## src/rtl/mem_arb_pkg.sv

```systemverilog
// Shared types and helpers for memory_arbiter: FSM state, response owner,
// byte-lane merge for read-modify-write, and byte-to-word address translation.
package mem_arb_pkg;

  typedef enum logic {ST_IDLE, ST_RMW_WRITE} state_t;
  typedef enum logic [1:0] {OWN_NONE, OWN_I, OWN_D} owner_t;

  // Bit positions inside the selector's one-hot grant vector.
  localparam int GNT_I = 0;
  localparam int GNT_D = 1;

  localparam logic [3:0] BE_NONE = 4'h0;
  localparam logic [3:0] BE_FULL = 4'hF;

  function automatic logic [31:0] byte_merge(input logic [31:0] old_word,
                                             input logic [31:0] new_word,
                                             input logic [3:0]  be);
    logic [31:0] merged;
    merged = old_word;
    for (int n = 0; n < 4; n++) begin
      if (be[n]) merged[8*n +: 8] = new_word[8*n +: 8];
    end
    return merged;
  endfunction

  function automatic logic [31:0] to_word_addr(input logic [31:0] byte_addr);
    return {2'b00, byte_addr[31:2]};
  endfunction

endpackage

```

## src/rtl/mem_arb_select.sv

```systemverilog
// Two-way request selector producing a one-hot grant. Fixed priority (D over I)
// by default; alternates on contention when MEM_ARB_ROUND_ROBIN_EN is defined.
module mem_arb_select
  import mem_arb_pkg::*;
(
`ifdef MEM_ARB_ROUND_ROBIN_EN
  input  logic       i_Clock,
  input  logic       i_Reset,
`endif
  input  logic       i_IReq,
  input  logic       i_DReq,
  input  logic       i_Block,
  output logic [1:0] o_Grant
);

  logic d_wins;

`ifdef MEM_ARB_ROUND_ROBIN_EN
  logic contested;
  logic prio_d_q;

  assign contested = i_IReq && i_DReq && !i_Block;

  // The pointer only moves when both ports actually competed for the cycle.
  always_ff @(posedge i_Clock or posedge i_Reset) begin
    if (i_Reset)        prio_d_q <= 1'b1;
    else if (contested) prio_d_q <= !prio_d_q;
  end

  assign d_wins = !contested || prio_d_q;
`else
  assign d_wins = 1'b1;
`endif

  always_comb begin
    o_Grant = '0;
    if (!i_Block) begin
      if (i_DReq && d_wins) o_Grant[GNT_D] = 1'b1;
      else if (i_IReq)      o_Grant[GNT_I] = 1'b1;
    end
  end

endmodule

```

## src/rtl/memory_arbiter.sv

```systemverilog
// Shares one single-port word memory between fetch and load/store ports, with
// RMW sequencing for sub-word stores. Option macro: MEM_ARB_ROUND_ROBIN_EN.
module memory_arbiter
  import mem_arb_pkg::*;
(
  input  logic        i_Clock,
  input  logic        i_Reset,
  input  logic        i_IReq,
  input  logic [31:0] i_IAddress,
  output logic        o_IGrant,
  output logic        o_IValid,
  output logic [31:0] o_IData,
  input  logic        i_DReq,
  input  logic        i_DWrite,
  input  logic [31:0] i_DAddress,
  input  logic [3:0]  i_DByteEnable,
  input  logic [31:0] i_DData,
  output logic        o_DGrant,
  output logic        o_DValid,
  output logic [31:0] o_DData,
  output logic        o_MemWriteEnable,
  output logic [31:0] o_MemAddress,
  output logic [31:0] o_MemDataIn,
  input  logic [31:0] i_MemDataOut
);

  state_t      state_q, state_d;
  owner_t      owner_q, owner_d;
  logic [31:0] addr_q;
  logic [31:0] rmw_addr_q;
  logic [3:0]  rmw_be_q;
  logic [31:0] rmw_data_q;
  logic [1:0]  grant;
  logic        partial_store;

  // Reset is folded into the block so no grant can leak out while it is held.
  mem_arb_select u_select (
`ifdef MEM_ARB_ROUND_ROBIN_EN
    .i_Clock (i_Clock),
    .i_Reset (i_Reset),
`endif
    .i_IReq  (i_IReq),
    .i_DReq  (i_DReq),
    .i_Block ((state_q == ST_RMW_WRITE) || i_Reset),
    .o_Grant (grant)
  );

  assign o_IGrant      = grant[GNT_I];
  assign o_DGrant      = grant[GNT_D];
  assign partial_store = i_DWrite && (i_DByteEnable != BE_NONE) && (i_DByteEnable != BE_FULL);

  always_comb begin
    // NOTE: every output of this block gets a default first, so no path leaves a latch.
    state_d          = state_q;
    owner_d          = OWN_NONE;
    o_MemWriteEnable = 1'b0;
    o_MemAddress     = addr_q;
    o_MemDataIn      = '0;
    case (state_q)
      ST_RMW_WRITE: begin
        o_MemWriteEnable = 1'b1;
        o_MemAddress     = rmw_addr_q;
        o_MemDataIn      = byte_merge(i_MemDataOut, rmw_data_q, rmw_be_q);
        owner_d          = OWN_D;
        state_d          = ST_IDLE;
      end
      default: begin
        if (grant[GNT_D]) begin
          o_MemAddress = to_word_addr(i_DAddress);
          owner_d      = OWN_D;
          if (i_DWrite && (i_DByteEnable == BE_FULL)) begin
            o_MemWriteEnable = 1'b1;
            o_MemDataIn      = i_DData;
          end else if (partial_store) begin
            // The ack waits for the write half of the sequence.
            owner_d = OWN_NONE;
            state_d = ST_RMW_WRITE;
          end
        end else if (grant[GNT_I]) begin
          o_MemAddress = to_word_addr(i_IAddress);
          owner_d      = OWN_I;
        end
      end
    endcase
  end

  always_ff @(posedge i_Clock or posedge i_Reset) begin
    if (i_Reset) begin
      state_q    <= ST_IDLE;
      owner_q    <= OWN_NONE;
      addr_q     <= '0;
      rmw_addr_q <= '0;
      rmw_be_q   <= '0;
      rmw_data_q <= '0;
    end else begin
      // NOTE: non-blocking assignments so every register samples pre-edge values.
      state_q <= state_d;
      owner_q <= owner_d;
      addr_q  <= o_MemAddress;
      if (grant[GNT_D] && partial_store) begin
        rmw_addr_q <= to_word_addr(i_DAddress);
        rmw_be_q   <= i_DByteEnable;
        rmw_data_q <= i_DData;
      end
    end
  end

  assign o_IValid = (owner_q == OWN_I);
  assign o_DValid = (owner_q == OWN_D);
  assign o_IData  = (owner_q == OWN_I) ? i_MemDataOut : '0;
  assign o_DData  = (owner_q == OWN_D) ? i_MemDataOut : '0;

endmodule

```

## config.mk

```make
export PLATFORM = sky130hd
export DESIGN_NAME = memory_arbiter
export DESIGN_NICKNAME = d
export VERILOG_FILES = /design/src/rtl/mem_arb_pkg.sv /design/src/rtl/mem_arb_select.sv /design/src/rtl/memory_arbiter.sv
export SDC_FILE = /design/constraint.sdc
export NUM_CORES = 1
export LEC_CHECK = 0
export ABC_CLOCK_PERIOD_IN_PS = 5130
export CAP_MARGIN = 10
export CORE_AREA = 2 2 125 115
export DETAILED_ROUTE_END_ITERATION = 6
export DIE_AREA = 0 0 127 117
export GPL_ROUTABILITY_DRIVEN = 1
export MAX_ROUTING_LAYER = met4
export PLACE_DENSITY_LB_ADDON = 0.1
export SLEW_MARGIN = 20
export SYNTH_ARGS = -nofsm -noshare
export SYNTH_HDL_FRONTEND = slang
export SYNTH_HIERARCHICAL = 1
export SYNTH_SLANG_ARGS = --single-unit
```

## constraint.sdc

```tcl
create_clock -name i_Clock -period 5.13 [get_ports i_Clock]
set_input_delay 0.513 -clock i_Clock [delete_from_list [all_inputs] [get_ports i_Clock]]
set_output_delay 0.513 -clock i_Clock [all_outputs]
set_load 0.05 [all_outputs]
```

**Word level (Yosys, flattened, before mapping)**

Index checks and enable logic that the tools add are counted.

- Register bits: 101
- Bits in latches: 0
- Bits in writable memories: 0
- ROM bits: 0
- Bits of input ports: 137
- Logic and storage cells: 44
- Memories kept: 0

- Add/sub/neg operators: 0
- Multiply operators: 0
- Div/mod/pow operators: 0
- Magnitude comparators: 0
- Equal/unequal tests: 4
- Shift operators: 0
- Multiplexer cells: 28
- Bitwise gates (word level): 0
- Reduce and logical (&&, ||, !) cells: 6

Operator list:

| cell | count |
|---|---|
| $mux W32 | 8 |
| $mux W8 | 4 |
| $mux W1 | 11 |
| $mux W2 | 5 |
| $eq A4 B4 Y1 const B | 1 |
| $logic_and A1 B1 Y1 | 4 |
| $ne A4 B4 Y1 const B | 1 |
| $reduce_bool A4 Y1 | 1 |
| $eq A2 B1 Y1 const B | 1 |
| $eq A2 B2 Y1 const B | 1 |
| $logic_or A1 B1 Y1 | 1 |

**Longest topological paths before layout**

Gate-level depths: netlist of the first run.

- Word-level depth: 7
- Depth in mapped cells: 11
- Depth with buffers taken out: 6

**Modules after synthesis**

Netlist of the first run, hierarchy kept.

By module, submodules not included:

| module | times used | cells an instance | area each (um2) | sequential area each (um2) |
|---|---|---|---|---|
| memory_arbiter | 1 | 485 | 5465.2 | 2527.4 |
| mem_arb_select | 1 | 2 | 18.8 | 0.0 |

**Worst setup path before layout of the first run**

OpenSTA, ideal clock, no wires.

- Path type: in2out
- Start: input port i_Reset
- End: output port o_MemAddress[10]
- Arrival time: 5.953 ns
- Required time: 4.617 ns
- Slack: -1.336 ns
- Cell stages on the path: 9
- Path buffers: 3
- Cells stage by stage: inv_1 -> nand2_1 -> nor3b_2 -> clkbuf_1 -> nor2b_1 -> clkbuf_1 -> clkbuf_1 -> a22oi_1 -> o21ai_0

- Longest elaborated chain between the ends: 5

Ends and longest elaborated chain:

| item | RTL line | RTL |
|---|---|---|
| from (decl) | memory_arbiter.sv:7 | `input logic i_Reset,` |
| $logic_or A1 B1 Y1 | memory_arbiter.sv:44 | `.i_Block ((state_q == ST_RMW_WRITE) \|\| i_Reset),` |
| $mux W2 | mem_arb_select.sv:37 | `if (!i_Block) begin` |
| net o_IGrant | memory_arbiter.sv:10 | `output logic o_IGrant,` |
| $mux W32 | memory_arbiter.sv:79 | `end else if (grant[GNT_I]) begin` |
| $mux W32 | memory_arbiter.sv:68 | `if (grant[GNT_D]) begin` |
| $mux W32 | memory_arbiter.sv:59 | `case (state_q)` |
| to (decl) | memory_arbiter.sv:22 | `output logic [31:0] o_MemAddress,` |

The timed path passes the listed nets, and every way through them passes these cells.

**Final worst setup path of the first run**

- Start: input port i_Reset
- End: output port o_MemAddress[29]

- Longest elaborated chain between the ends: 5

Ends and longest elaborated chain:

| item | RTL line |
|---|---|
| $logic_or A1 B1 Y1 * | memory_arbiter.sv:44 |
| $mux W2 * | mem_arb_select.sv:37 |
| $mux W32 | memory_arbiter.sv:79 |
| $mux W32 * | memory_arbiter.sv:68 |
| $mux W32 * | memory_arbiter.sv:59 |

Every way passes the cells marked *; elsewhere a longest branch is shown, timed or not.

==> metrics.yaml, run 1 <==
status: "finished clean"
synth_xor_area_share_pct: 0
yosysSeqAreaShare_pct: 46.1
yosysTopAreaCellShare_pct: 46.1
gp_congestion: 0.797
routed_wl_mm: 16.3
clkTransAtPathRegs_ns: 0.08
tritoncts: "yes"
cts_root_buf: "clkbuf_16"
grt-busiest-layer: "met2"
met1_usage_pct: 29.0
period_needed_ns: 3.78
wl_per_cell_um: 18.0
synth-seq-cells: 101
path_delay_family: "buffers and inverters"
grt_overflow: 0
pwr-share-seq_pct: 38.6
cts_buffers: 9
rows: 41
fmax_ghz: 0.265
final_common_cell: "clkdlybuf4s50_1"
core-area_um2: 13600
relSlewSlack_pct: 46.3
htree_levels: 3
postCtsSetupRepairBufs: 0
multi_input_comb_area_um2: 2790
hold_viol: 0
place_ws_ns: 1.10
hp-class: "reg2reg"
grt_usage_pct: 22.1
path_cells: "clkdlybuf4s50_1 > clkinvlp_4 > nand2_1 > nor2b_4 > nor3_4 > a22oi_1 > o21ai_0 > clkdlybuf4s50_1"
slowest_delay_ns: 0.88
yosys.area_share.simple_pct: 12.0
register_area_um2: 2530
critPathMaxFanout: 20
io-pin-count: 270
internal_power_w: 0.00182
clk_latency_ns: 0.34
syn_nets: 624
swShare_pct: 34.3
antenna_found_initial: 0
setup_violations: 0
maxCapViolations: 0
timing.hold.ws_ns: 0.493
first_pass_iters: 6
cts_sinks: 101
die_area_um2: 14900
dp_hpwl_mm: 11.5
clock_skew_ns: 0.00922
worst_slew_pin_slew_ns: 0.805
io_buffers: 265
setup-tns-final_ns: 0
cp.required_ns: 4.62
peakVddDrop_mv: 0.176
leakagePower_nw: 3.71
yosysWarnings: 6
synth_compound_area_share_pct: 15.1
p_sw_w: 0.000951
num-fill-cells: 1037
synthDistinctLibCells: 26
critPathKind: "in2out"
crit_top_cell: "clkdlybuf4s50_1"
grt_max_degree: 71
syn_to_final_growth_pct: 61.4
final_antenna_net_count: 0
synth_top_cells_by_area: "dfrtp_1 (46%), mux2_2 (8.4%), mux2_4 (7.9%)"
grt.met3_usage_pct: 4.45
grtUsageMet2_pct: 35.9
diodes: 0
final_max_slew_viol_count: 0
endpoint_kind: "primary output"
drc: 0
layout-drive-gt1-share_pct: 26.8
cp.arrival_ns: 3.26
grt_pass1_wl_mm: 25.4
worst-path-buf-inv: 3
syn_area_um2: 5480
synth_area_leader_cell: "dfrtp_1"
viasPerCell: 5.26
fp.dieH_um: 117
num_vias: 4768
initial_core_util_pct: 40.2
nNetsFinal: 866
rsz0062_at_grt: "no"
final_cell_mix: "clkdlybuf4s50_1 (208), dfrtp_1 (100), and2_1 (67), a22oi_1 (51), mux2_2 (41)"
crit_slowest_cell: "clkdlybuf4s50_1"
cts-resized-gates: 0
syn_avg_cell_area_um2: 11.3
fin_ws_ns: 1.35
clockBufferDepth: 2
grt_pass1_vias: 4772
syn_inst: 487
fin_crit_sh_pct: 73.6
powerDensity_nw_per_um2: 313
synthMuxAreaShare_pct: 22.9
synth_top_family_by_area: "multiplexers"
drtIter0Drc: 302
chipWidth_um: 127
combPwrFrac_pct: 35.5
startpoint_type: "primary input"
p_clk_share_pct: 25.9
yosys.area_share.adder_pct: 0
cts_hold_buffers: 0
## Yosys cell counts, drive strengths merged
library cell  instances
dfrtp               101
mux2                 70
and2                 67
a22oi                51
clkbuf               37
mux2i                36
nor2                 33
a31o                 32
o21ai                31
buf                   7
nand2                 6
nor2b                 4
and3b                 2
inv                   2
nor3b                 2
a21o                  1
a21oi                 1
nand3                 1
nand4                 1
nor3                  1
or4                   1
## path summary, 6_finish.rpt
path	startpoint	to	slack, ns	depth (start not counted)
setup / recovery	i_Reset	o_MemAddress[29]	1.35	8
hold / removal	addr_q[30]	addr_q[30]	0.49	1
setup reg to reg	state_q	rmw_data_q[30]	1.70	8
hold reg to reg	addr_q[30]	addr_q[30]	0.49	1
max in group asynchronous	i_Reset	state_q	3.19	4
min in group asynchronous	i_Reset	rmw_addr_q[20]	0.72	3
## stage by stage
stage,util (%),area [um2],cells,power (W)
floorplan,-,5490,487,0.00170
global placement,62.5,8530,890,0.00204
detailed placement,62.5,8530,890,0.00207
CTS,64.8,8840,906,0.00279
global route,64.9,8850,906,0.00291
finish,64.9,8850,906,0.00277
## cell type report
class | instances | share of cell area [%]
clock inverters | 7 | 0.989
clock buffers | 9 | 2.54
repair buffers | 275 | 33.9
well taps | 172 | 2.43
inverters | 2 | 0.127
multi-input cells | 340 | 31.5
flip-flops and latches | 101 | 28.6
## power by group through the flow
stage / clock network, W / registers, W / logic, W
2_1_floorplan: 0 / 0.00103 / 0.000666
3_3_place_gp: 0 / 0.00107 / 0.000970
3_5_place_dp: 0 / 0.00108 / 0.000987
4_1_cts: 0.000734 / 0.00107 / 0.000990
5_1_grt: 0.000769 / 0.00109 / 0.00104
6_report: 0.000716 / 0.00107 / 0.000984
## registers in the layout, indices dropped and copies added (netlist names)
register	cells
rmw_addr_q	30
owner_q	2
state_q	1
rmw_data_q	32
rmw_be_q	4
addr_q	32
## routing by layer
layer / vias to the layer above / part of all wire, %
li1: 2242 / -
met1: 2337 / 45
met2: 173 / 48
met3: 16 / 5.1
met4: 0 / 1.2
met5: - / 0
## cell families (layout without fill, tap and decap cells)
logic type | after synthesis | in the layout
simple gates | 118 | 118
buf+inv | 46 | 293
flops | 101 | 101
compound gates | 116 | 116
mux | 106 | 106
(Power assumes the default switching activity.)
==> run 2, diff against run 1 <==
- ABC_CLOCK_PERIOD_IN_PS: 5130 -> 3500
- clock period: 5.13 -> 3.5 ns (I/O delays scaled with it)
==> run 2 against run 1 <==
Cell count increased by 0.55%. Worst setup slack got worse by 0.81 ns. Clock power up 45%. Worst hold slack gained 0.0039 ns. Via count increased by 1.7%. Register-to-register slack worse by 0.79 ns. Highest routed layer unchanged.
==> metrics.yaml, run 2 (same netlist as run 1, synthesis figures left out) <==
cp.arrival_ns: 2.61  # -0.65 ns
fp.dieH_um: 117  # unchanged
grt_pass1_wl_mm: 27.1  # +6.9%
chipWidth_um: 127  # unchanged
r2r_slack_ns: 0.91  # -0.79 ns
num-fill-cells: 929  # -10%
clock_skew_ns: 0.00557  # -0.00365 ns
syn_to_final_growth_pct: 78.8
hp-start: "addr_q[30]"
antenna_found_initial: 0  # unchanged
cts_sinks: 101  # unchanged
rr_worst_depth: 7  # -1
grt_usage_pct: 24.3  # +2.1 points
setup_violations: 0  # unchanged
final_antenna_net_count: 0  # unchanged
final_max_slew_viol_count: 0  # unchanged
cp.required_ns: 3.15  # -1.47 ns
core-area_um2: 13600  # unchanged
post-route-util_pct: 71.9  # +7.0 points
fin_crit_sh_pct: 84.5
crit_top_cell: "nand2_1"
cts_root_buf: "clkbuf_16"
gp_congestion: 0.764  # -4.0%
startpoint_type: "flop"
relSlewSlack_pct: 34.9  # -11 points
layout-drive-gt1-share_pct: 32.7  # +5.9 points
diodes: 0  # unchanged
drc: 0  # unchanged
rsz0062_at_grt: "no"
initial_core_util_pct: 40.2  # unchanged
cts_buffers: 9  # unchanged
first_pass_iters: 4  # -2
endpoint_kind: "primary output"
maxCapViolations: 0  # unchanged
num_vias: 4850  # +1.7%
hp-class: "reg2reg"
final_cell_mix: "clkdlybuf4s50_1 (198), dfrtp_1 (100), and2_1 (65), buf_12 (61), a22oi_1 (48)"
cts_hold_buffers: 0  # unchanged
cts-resized-gates: 0  # unchanged
wl_per_cell_um: 19.2  # +6.4%
holdPathStages: 1  # unchanged
postCtsSetupRepairBufs: 0  # unchanged
setup-tns-final_ns: 0  # unchanged
worst_slew_pin_slew_ns: 0.977  # +0.172 ns
nNetsFinal: 871  # +0.58%
slowest_delay_ns: 0.48  # -0.40 ns
regToRegStartpoint: "state_q"
grt_max_degree: 71  # unchanged
grt_pass1_vias: 5045  # +5.7%
htree_levels: 3  # unchanged
dp_hpwl_mm: 12.7  # +9.9%
clockBufferDepth: 2  # unchanged
io-pin-count: 270  # unchanged
status: "finished clean"
final_common_cell: "clkdlybuf4s50_1"
die_area_um2: 14900  # unchanged
tritoncts: "yes"
leakagePower_nw: 4.06  # +9.3%
viasPerCell: 5.32  # +1.2%
rows: 41  # unchanged
io_buffers: 265  # unchanged
crit_slowest_cell: "dfrtp_4"
peakVddDrop_mv: 0.377  # +110%
hold_end: "addr_q[30]"
path_cells: "inv_2 > nand2_1 > nor2b_4 > nand2_1 > nor2_4 > buf_4 > a31o_2 > buf_12"
clkTransAtPathRegs_ns: 0.07  # about the same
clk_latency_ns: 0.34  # about the same
fmax_ghz: 0.338
r2r_end: "rmw_addr_q[9]"
drtIter0Drc: 197  # -35%
period_needed_ns: 2.96
top_regs: "addr_q x32, rmw_data_q x32, rmw_addr_q x30"
grt_overflow: 0  # unchanged
hold_viol: 0  # unchanged
powerDensity_nw_per_um2: 444  # +42%
critPathKind: "reg2out"
critPathMaxFanout: 32  # +60%
routed_wl_mm: 17.5  # +7.0%
run 2: final cells by class:
| type | count | area [um2] | area share [%] |
|---|---|---|---|
| multi-input combinational | 340 | 3380 | 34.5 |
| timing repair buffer | 280 | 3360 | 34.3 |
| sequential | 101 | 2530 | 25.8 |
| clock buffer | 11 | 243 | 2.48 |
| tap | 172 | 215 | 2.19 |
| clock inverter | 5 | 65.1 | 0.664 |
| inverter | 2 | 11.3 | 0.115 |
run 2: where the power goes:
| group | switching (W) | internal [W] | total [W] |
|---|---|---|---|
| clock network | 0.000454 | 0.000584 | 0.00104 |
| logic | 0.000862 | 0.000883 | 0.00174 |
| registers | 0.000157 | 0.00141 | 0.00157 |
run 2: how the worst max path moves through the flow:
stage	to	start	cells after the start
final	o_MemDataIn[31]	state_q	8
after CTS	o_MemDataIn[31]	state_q	8
after global routing	o_MemDataIn[31]	state_q	8
after floorplan	o_MemAddress[12]	i_Reset	9
after detailed placement	o_MemDataIn[31]	i_Reset	9
after global placement	o_MemDataIn[31]	i_Reset	9
run 2: stage by stage:
step | std cells | power (W) | setup slack (ns) | instance area [um2] | hold WS (ns)
global route | 911 | 0.00456 | 0.385 | 9800 | 0.518
detailed placement | 895 | 0.00334 | 0.534 | 9500 | 0.481
CTS | 911 | 0.00439 | 0.502 | 9800 | 0.500
finish | 911 | 0.00435 | 0.542 | 9800 | 0.497
global placement | 895 | 0.00329 | 0.557 | 9500 | 0.475
floorplan | 487 | 0.00261 | -0.416 | 6150 | 0.480
run 2: worst max-delay path: cells and delay by family, from the launching register on:
kind,cells,cell delay (ns)
simple gates,4,0.84
compound gates,1,0.26
buf+inv,3,0.66
flops,1,0.48
run 2: layer usage:
metal	track usage [%]	share of wire [%]
met2	42.2	52
met3	6.73	6.3
met1	28.2	40
met4	5.93	1.5
met5	-	0
